## src/rtl/dct32_pkg.sv

```systemverilog
// Shared definitions for the DCT32 host transfer engine and accelerator side.
//   DCT32_WORDS  : words per transform (both directions)
//   dma_state_e  : transfer engine state encoding
//   dma_is_busy  : states in which the engine reports busy
package dct32_pkg;

  localparam int unsigned DCT32_WORDS = 32;

  typedef enum logic [2:0] {
    ST_IDLE,
    ST_FETCH,
    ST_CAPTURE,
    ST_PUSH,
    ST_DRAIN,
    ST_FINISH
  } dma_state_e;

  // FINISH is excluded: busy drops in the same cycle done pulses.
  function automatic logic dma_is_busy(input dma_state_e s);
    return (s == ST_FETCH) || (s == ST_CAPTURE) || (s == ST_PUSH) || (s == ST_DRAIN);
  endfunction

endpackage

```

## src/rtl/dct32_dma_watchdog.sv

```systemverilog
// Stall watchdog for dct32_dma (only instantiated with DCT32_DMA_TIMEOUT_EN).
// Counts consecutive stalled cycles and flags expiry on the TIMEOUT-th one.
//   clk     : clock
//   rst     : synchronous active-high reset
//   stall   : engine is waiting on a FIFO this cycle
//   expired : this cycle is the TIMEOUT-th consecutive stall
module dct32_dma_watchdog #(
  parameter int unsigned TIMEOUT = 1024
) (
  input  logic clk,
  input  logic rst,
  input  logic stall,
  output logic expired
);

  localparam int unsigned CNT_W = $clog2(TIMEOUT + 1);
  localparam logic [CNT_W-1:0] LAST_CNT = CNT_W'(TIMEOUT - 1);

  logic [CNT_W-1:0] cnt_q, cnt_d;

  // Any non-stalled cycle (a transfer or any other state) restarts the count.
  always_comb begin
    cnt_d   = '0;
    expired = 1'b0;
    if (stall) begin
      cnt_d   = cnt_q + 1'b1;
      expired = (cnt_q == LAST_CNT);
    end
  end

  always_ff @(posedge clk) begin
    if (rst) begin
      cnt_q <= '0;
    end else begin
      cnt_q <= cnt_d;
    end
  end

endmodule

```

## src/rtl/dct32_dma.sv

```systemverilog
// Host-side transfer engine for the DCT32 accelerator.
// On start it reads WORDS consecutive RAM words and pushes them into the
// argument FIFO, then pops WORDS results and writes them back to RAM.
// Optional macro DCT32_DMA_TIMEOUT_EN adds a stall watchdog that aborts the
// job with err=1 after TIMEOUT consecutive stalled cycles.
// Ports:
//   clk, rst                    : clock, synchronous active-high reset
//   start, src_base, dst_base   : job request and RAM base addresses
//   busy, done, err             : job status (err valid with done)
//   mem_addr, mem_rd_en, mem_rd_data, mem_wr_en, mem_wr_data : RAM port
//   iarg_full, iarg_d, iarg_write : argument FIFO push side
//   oarg_empty, oarg_d, oarg_read : result FIFO pop side (FWFT)
module dct32_dma
  import dct32_pkg::*;
#(
  parameter int unsigned WORDS   = DCT32_WORDS,
  parameter int unsigned ADDR_W  = 10,
  parameter int unsigned TIMEOUT = 1024
) (
  input  logic              clk,
  input  logic              rst,
  input  logic              start,
  input  logic [ADDR_W-1:0] src_base,
  input  logic [ADDR_W-1:0] dst_base,
  output logic              busy,
  output logic              done,
  output logic              err,
  output logic [ADDR_W-1:0] mem_addr,
  output logic              mem_rd_en,
  input  logic [31:0]       mem_rd_data,
  output logic              mem_wr_en,
  output logic [31:0]       mem_wr_data,
  input  logic              iarg_full,
  output logic [31:0]       iarg_d,
  output logic              iarg_write,
  input  logic              oarg_empty,
  input  logic [31:0]       oarg_d,
  output logic              oarg_read
);

  localparam int unsigned IDX_W = $clog2(WORDS) + 1;
  localparam logic [IDX_W-1:0] LAST_IDX = IDX_W'(WORDS - 1);

  dma_state_e        state_q, state_d;
  logic [IDX_W-1:0]  idx_q, idx_d;
  logic [ADDR_W-1:0] src_q, src_d;
  logic [ADDR_W-1:0] dst_q, dst_d;
  logic [31:0]       hold_q, hold_d;

`ifdef DCT32_DMA_TIMEOUT_EN
  logic err_q, err_d;
  logic stall, expired;

  assign stall = ((state_q == ST_PUSH) && iarg_full) ||
                 ((state_q == ST_DRAIN) && oarg_empty);

  dct32_dma_watchdog #(
    .TIMEOUT (TIMEOUT)
  ) u_watchdog (
    .clk     (clk),
    .rst     (rst),
    .stall   (stall),
    .expired (expired)
  );
`endif

  always_comb begin
    state_d     = state_q;
    idx_d       = idx_q;
    src_d       = src_q;
    dst_d       = dst_q;
    hold_d      = hold_q;
`ifdef DCT32_DMA_TIMEOUT_EN
    err_d       = err_q;
`endif
    busy        = dma_is_busy(state_q);
    done        = 1'b0;
    err         = 1'b0;
    mem_addr    = '0;
    mem_rd_en   = 1'b0;
    mem_wr_en   = 1'b0;
    mem_wr_data = '0;
    iarg_d      = '0;
    iarg_write  = 1'b0;
    oarg_read   = 1'b0;

    case (state_q)
      ST_IDLE: begin
        if (start) begin
          src_d   = src_base;
          dst_d   = dst_base;
          idx_d   = '0;
`ifdef DCT32_DMA_TIMEOUT_EN
          err_d   = 1'b0;
`endif
          state_d = ST_FETCH;
        end
      end

      ST_FETCH: begin
        // Address arithmetic wraps modulo 2^ADDR_W by truncation.
        mem_rd_en = 1'b1;
        mem_addr  = src_q + ADDR_W'(idx_q);
        state_d   = ST_CAPTURE;
      end

      ST_CAPTURE: begin
        hold_d  = mem_rd_data;
        state_d = ST_PUSH;
      end

      ST_PUSH: begin
        iarg_d     = hold_q;
        iarg_write = !iarg_full;
        if (!iarg_full) begin
          if (idx_q == LAST_IDX) begin
            idx_d   = '0;
            state_d = ST_DRAIN;
          end else begin
            idx_d   = idx_q + 1'b1;
            state_d = ST_FETCH;
          end
        end
`ifdef DCT32_DMA_TIMEOUT_EN
        else if (expired) begin
          err_d   = 1'b1;
          state_d = ST_FINISH;
        end
`endif
      end

      ST_DRAIN: begin
        // Pop and write-back happen together: the FWFT head goes straight to RAM.
        oarg_read   = !oarg_empty;
        mem_wr_en   = !oarg_empty;
        mem_addr    = dst_q + ADDR_W'(idx_q);
        mem_wr_data = oarg_d;
        if (!oarg_empty) begin
          if (idx_q == LAST_IDX) begin
            idx_d   = '0;
            state_d = ST_FINISH;
          end else begin
            idx_d   = idx_q + 1'b1;
          end
        end
`ifdef DCT32_DMA_TIMEOUT_EN
        else if (expired) begin
          err_d   = 1'b1;
          state_d = ST_FINISH;
        end
`endif
      end

      ST_FINISH: begin
        done    = 1'b1;
`ifdef DCT32_DMA_TIMEOUT_EN
        err     = err_q;
`endif
        state_d = ST_IDLE;
      end

      default: begin
        state_d = ST_IDLE;
      end
    endcase
  end

  always_ff @(posedge clk) begin
    if (rst) begin
      state_q <= ST_IDLE;
      idx_q   <= '0;
      src_q   <= '0;
      dst_q   <= '0;
      hold_q  <= '0;
    end else begin
      state_q <= state_d;
      idx_q   <= idx_d;
      src_q   <= src_d;
      dst_q   <= dst_d;
      hold_q  <= hold_d;
    end
  end

`ifdef DCT32_DMA_TIMEOUT_EN
  always_ff @(posedge clk) begin
    if (rst) begin
      err_q <= 1'b0;
    end else begin
      err_q <= err_d;
    end
  end
`endif

endmodule
```

## config.mk

```make
export PLATFORM = sky130hd
export DESIGN_NAME = dct32_dma
export DESIGN_NICKNAME = d
export VERILOG_FILES = /design/src/rtl/dct32_pkg.sv /design/src/rtl/dct32_dma_watchdog.sv /design/src/rtl/dct32_dma.sv
export SDC_FILE = /design/constraint.sdc
export NUM_CORES = 1
export LEC_CHECK = 0
export CAP_MARGIN = 20
export CORE_MARGIN = 3
export CORE_UTILIZATION = 40
export DETAILED_ROUTE_END_ITERATION = 8
export PLACE_DENSITY = 0.8
export SLEW_MARGIN = 10
export SYNTH_ARGS = -nofsm -noshare
export SYNTH_HDL_FRONTEND = slang
export SYNTH_SLANG_ARGS = --single-unit
```

## constraint.sdc

```tcl
create_clock -name clk -period 4.4 [get_ports clk]
set_clock_uncertainty 0.15 [all_clocks]
set_input_delay 0.66 -clock clk [delete_from_list [all_inputs] [get_ports clk]]
set_output_delay 0.66 -clock clk [all_outputs]
set_load 0.05 [all_outputs]
```

# Yosys cells after proc, flatten, opt, wreduce, memory -nomap -nowiden
# Index checks and enable logic that the tools add are counted.
[op_classes]
add_sub_neg = 3
multipliers = 0
div_mod_pow = 0
n_lt_le_gt_ge = 0
n_eq_ne = 10
shifts = 0
muxes = 18
bitwise = 0
n_reduce_logical = 10
[ops]
columns = ["cell", "count"]
rows = [
  ["$mux W32", 2],
  ["$mux W6", 4],
  ["$add A10 B6 Y10", 2],
  ["$pmux W10 S2", 1],
  ["$pmux W6 S3", 1],
  ["$mux W3", 5],
  ["$pmux W3 S5", 1],
  ["$reduce_and A4 Y1", 2],
  ["$add A6 B1 Y6 const B", 1],
  ["$eq A3 B2 Y1 const B", 2],
  ["$eq A3 B3 Y1 const B", 2],
  ["$eq A6 B5 Y1 const B", 1],
  ["$ne A2 B2 Y1 const B", 3],
  ["$mux W1", 4],
  ["$eq A3 B1 Y1 const B", 1],
  ["$logic_not A3 Y1", 1],
  ["$logic_or A1 B1 Y1", 3],
  ["$reduce_bool A3 Y1", 1],
  ["$logic_not A1 Y1", 2],
  ["$ne A2 B1 Y1 const B", 1],
  ["$reduce_and A2 Y1", 1],
]
[word_totals]
ff_bits = 61
latchBits = 0
ramBits = 0
mem_bits_ro = 0
memories = 0

# Logic depth before layout (Yosys ltp)
[logic_depth]
word_depth = 4
ltp_mapped = 12

# Least setup slack after synthesis
# Ideal clock, no wire load.
[synth_path]
path_kind = "flip-flop to output port"
from = "register state_q[0]"
to = "output mem_addr[3]"
arrival_ns = 3.508
required_ns = 3.590
setup_slack_ns = 0.082
stages_incl_launch_ff = 5
path_buffers = 1
cell_sequence = "dfxtp_1 buf_1 nor3b_1 nor2_1 nor3_1"
[synth_between]
elab_chain_cells = 2
[synth_rtl]
columns = ["element", "line", "rtl"]
rows = [
  ["from (decl)", "dct32_dma.sv:44", "dma_state_e state_q, state_d;"],
  ["from (signal assigned)", "dct32_dma.sv:176", "state_q <= state_d;"],
  ["$eq A3 B3 Y1 or $eq A3 B1 Y1 (tied branches)", "dct32_dma.sv:87", "case (state_q)"],
  ["$pmux W10 S2 (*)", "dct32_dma.sv:87", ""],
  ["to (decl)", "dct32_dma.sv:28", "output logic [ADDR_W-1:0] mem_addr,"],
]
# Every way passes the cells marked *; elsewhere a longest branch is shown, timed or not.

# Worst setup path in the final report
[layout_path]
from = "register state_q[0]"
to = "output mem_addr[8]"
# Same word-level chain as after synthesis.

==> out/metrics.yaml <==
place.gp.congestion: 0.843
outcome: "finished clean"
crit_type: "reg2out"
ir_drop_mv: 0.187
startpoint: "state_q[0]"
cts_tree: "done"
fin_crit_sh_pct: 94.5
fin_hold_ws_ns: 0.300
required_ns: 3.59
die_x_um: 97.4
overflow: 0
numCtsBuffers: 9
nets: 693
relSlewSlack_pct: 28.2
drt_iter0_drc: 214
syn_area_sq_um: 3340
syn_area_per_cell_sq_um: 7.55
antenna_found_initial: 0
drc: 0
initial_core_util_pct: 42.1
first_global_vias: 3267
leakagePower_nw: 2.07
drv_slew: 0
antenna_cells: 0
r2r_end: "idx_q[5]"
critPathCaptureType: "output port"
whs_path_depth: 2
max_freq_ghz: 0.240
synth_edf_count: 0
synthToLayoutAreaGrowth_pct: 59.1
ant_nets: 0
clk_latency_ns: 0.32
seq_area_frac_synth_pct: 36.6
boundaryPins: 170
cp_max_fo: 14
wl_per_cell_um: 13.9
period_minus_slack_ns: 4.16
ys_ff_latch: 61
syn_nets: 539
dieArea_sq_um: 9480
first_pass_iters: 4
startpoint_type: "flop"
setup_tns_ns: 0
worst_pin_slew_ns: 1.08
clk_path_buf_depth: 2
min_from: "hold_q[3]"
synth.distinct_cells: 50
finalSetupViolCount: 0
mostFrequentLayoutCell: "clkdlybuf4s50_1"
fin_util_pct: 67.0
core_sq_um: 7930
die_height_um: 97.4
hold_path.class: "reg2reg"
r2r_start: "idx_q[1]"
num_rows: 32
cts_setup_buffers: 0
cts.sinks: 61
layout-drive-gt1-share_pct: 6.99
drt_wl_total_mm: 9.74
final_cell_mix: "160 x clkdlybuf4s50_1, 127 x nand2_1, 65 x and2_1"
min_to: "hold_q[3]"
grt.total_usage_pct: 19.7
rsz0062_at_grt: "no"
cts_max_level: 3
yosys_warnings: 0
ys_async_sr_fraction_pct: 0
synthFlopType: "dfxtp_1"
grt_max_degree: 58
path_clk_slew_ns: 0.07
powerDensity_nw_per_um2: 280
grt_pass1_wl_mm: 15.6
arrival_ns: 3.35
numPortBuffers: 168
vias: 3478
final_hold_viol_count: 0
reg2reg_slack_ns: 2.19
vias_per_cell: 4.95
max-cap-violations: 0
synth_cells: 442
r2r_cells: 6
report.power.total_mw: 1.49
dp_hpwl_mm: 7.19
cts_root_buf: "clkbuf_8"
worst max path at each step:
stage	endpoint
final	mem_addr[8]
after global routing	mem_addr[8]
after CTS	mem_addr[8]
after detailed placement	mem_addr[8]
after global placement	mem_addr[8]
after floorplan	mem_addr[3]
logic make-up after synthesis:
family | share of synthesized area, %
AOI/OAI and AO/OA | 15.4
xor gates and xnor gates | 3.15
adders and majority gates | 3.22
buffers and inverters | 4.42
DFF | 36.6
muxes | 2.02
other | 0.112
and+or+nand+nor | 35.1
per-stage QoR:
stage	std cells	worst slack, ns	cell area (sq um)
after global placement	685	0.472	5070
final	703	0.241	5310
after CTS	701	0.0283	5280
after global routing	703	0.0571	5310
after floorplan	442	0.0822	3340
after detailed placement	685	0.397	5070
routing by layer:
metal	GRT usage (%)	wire [um]	up-vias
met5	0	0	-
met4	7.03	77	0
met3	4.45	803	7
met2	32.9	4670	138
met1	25.0	4190	1580
li1	-	-	1753
flip-flops by register name (all words and copies together), names as in the netlist:
| register | cells |
|---|---|
| hold_q | 32 |
| dst_q | 10 |
| src_q | 10 |
| idx_q | 6 |
| state_q | 3 |
layout make-up:
class	count	area (sq um)
Clock buffer	11	131
Clock inverter	5	75.1
Fill cell	644	2620
Inverter	1	3.75
Multi-Input combinational cell	348	1980
Sequential cell	61	1220
Tap cell	102	128
Timing Repair Buffer	175	1760
synthesized netlist by cell type, types with 2 or more instances:
| cell | number | area share (%) |
|---|---|---|
| a211o_1 | 2 | 0.52 |
| a211oi_1 | 2 | 0.45 |
| a21o_1 | 2 | 0.45 |
| a21oi_1 | 58 | 8.7 |
| a22o_1 | 2 | 0.52 |
| and2_1 | 65 | 12 |
| buf_4 | 2 | 0.45 |
| buf_6 | 2 | 0.67 |
| clkbuf_1 | 26 | 2.9 |
| dfxtp_1 | 61 | 37 |
| ha_1 | 7 | 2.6 |
| mux2i_1 | 3 | 0.90 |
| nand2_1 | 127 | 14 |
| nand3_1 | 3 | 0.45 |
| nand3b_1 | 2 | 0.45 |
| nor2_1 | 17 | 1.9 |
| nor2b_1 | 2 | 0.37 |
| nor3_1 | 6 | 0.90 |
| nor3b_1 | 2 | 0.45 |
| nor4b_1 | 2 | 0.52 |
| o21a_1 | 3 | 0.67 |
| o21ai_0 | 6 | 0.90 |
| o21bai_1 | 2 | 0.45 |
| or3b_1 | 2 | 0.52 |
| xnor2_1 | 2 | 0.52 |
| xor2_1 | 10 | 2.6 |
timing repair:
item / CTS / global route
hold buffers: 0 / 0
setup endpoints to repair: 0 / 3
gates resized for setup: 0 / 3
worst max-delay path: stages, from the launching register on:
cell and delay [ns]:
dfxtp_1 0.45, or3b_4 0.50, buf_4 0.19, nand2_1 0.07
nand2_1 0.09, fa_1 0.47, a211o_1 0.32, o211ai_1 0.18
a2111oi_4 0.15, xor2_1 0.17, a22o_1 0.27, buf_12 0.15
where the power goes:
group          internal, mW  leakage (nW)  switching (mW)
registers             0.595         0.498          0.0375
clock network         0.316         0.107           0.206
logic                 0.154          1.46           0.176
Note: power is estimated with default switching activity, not from simulation.
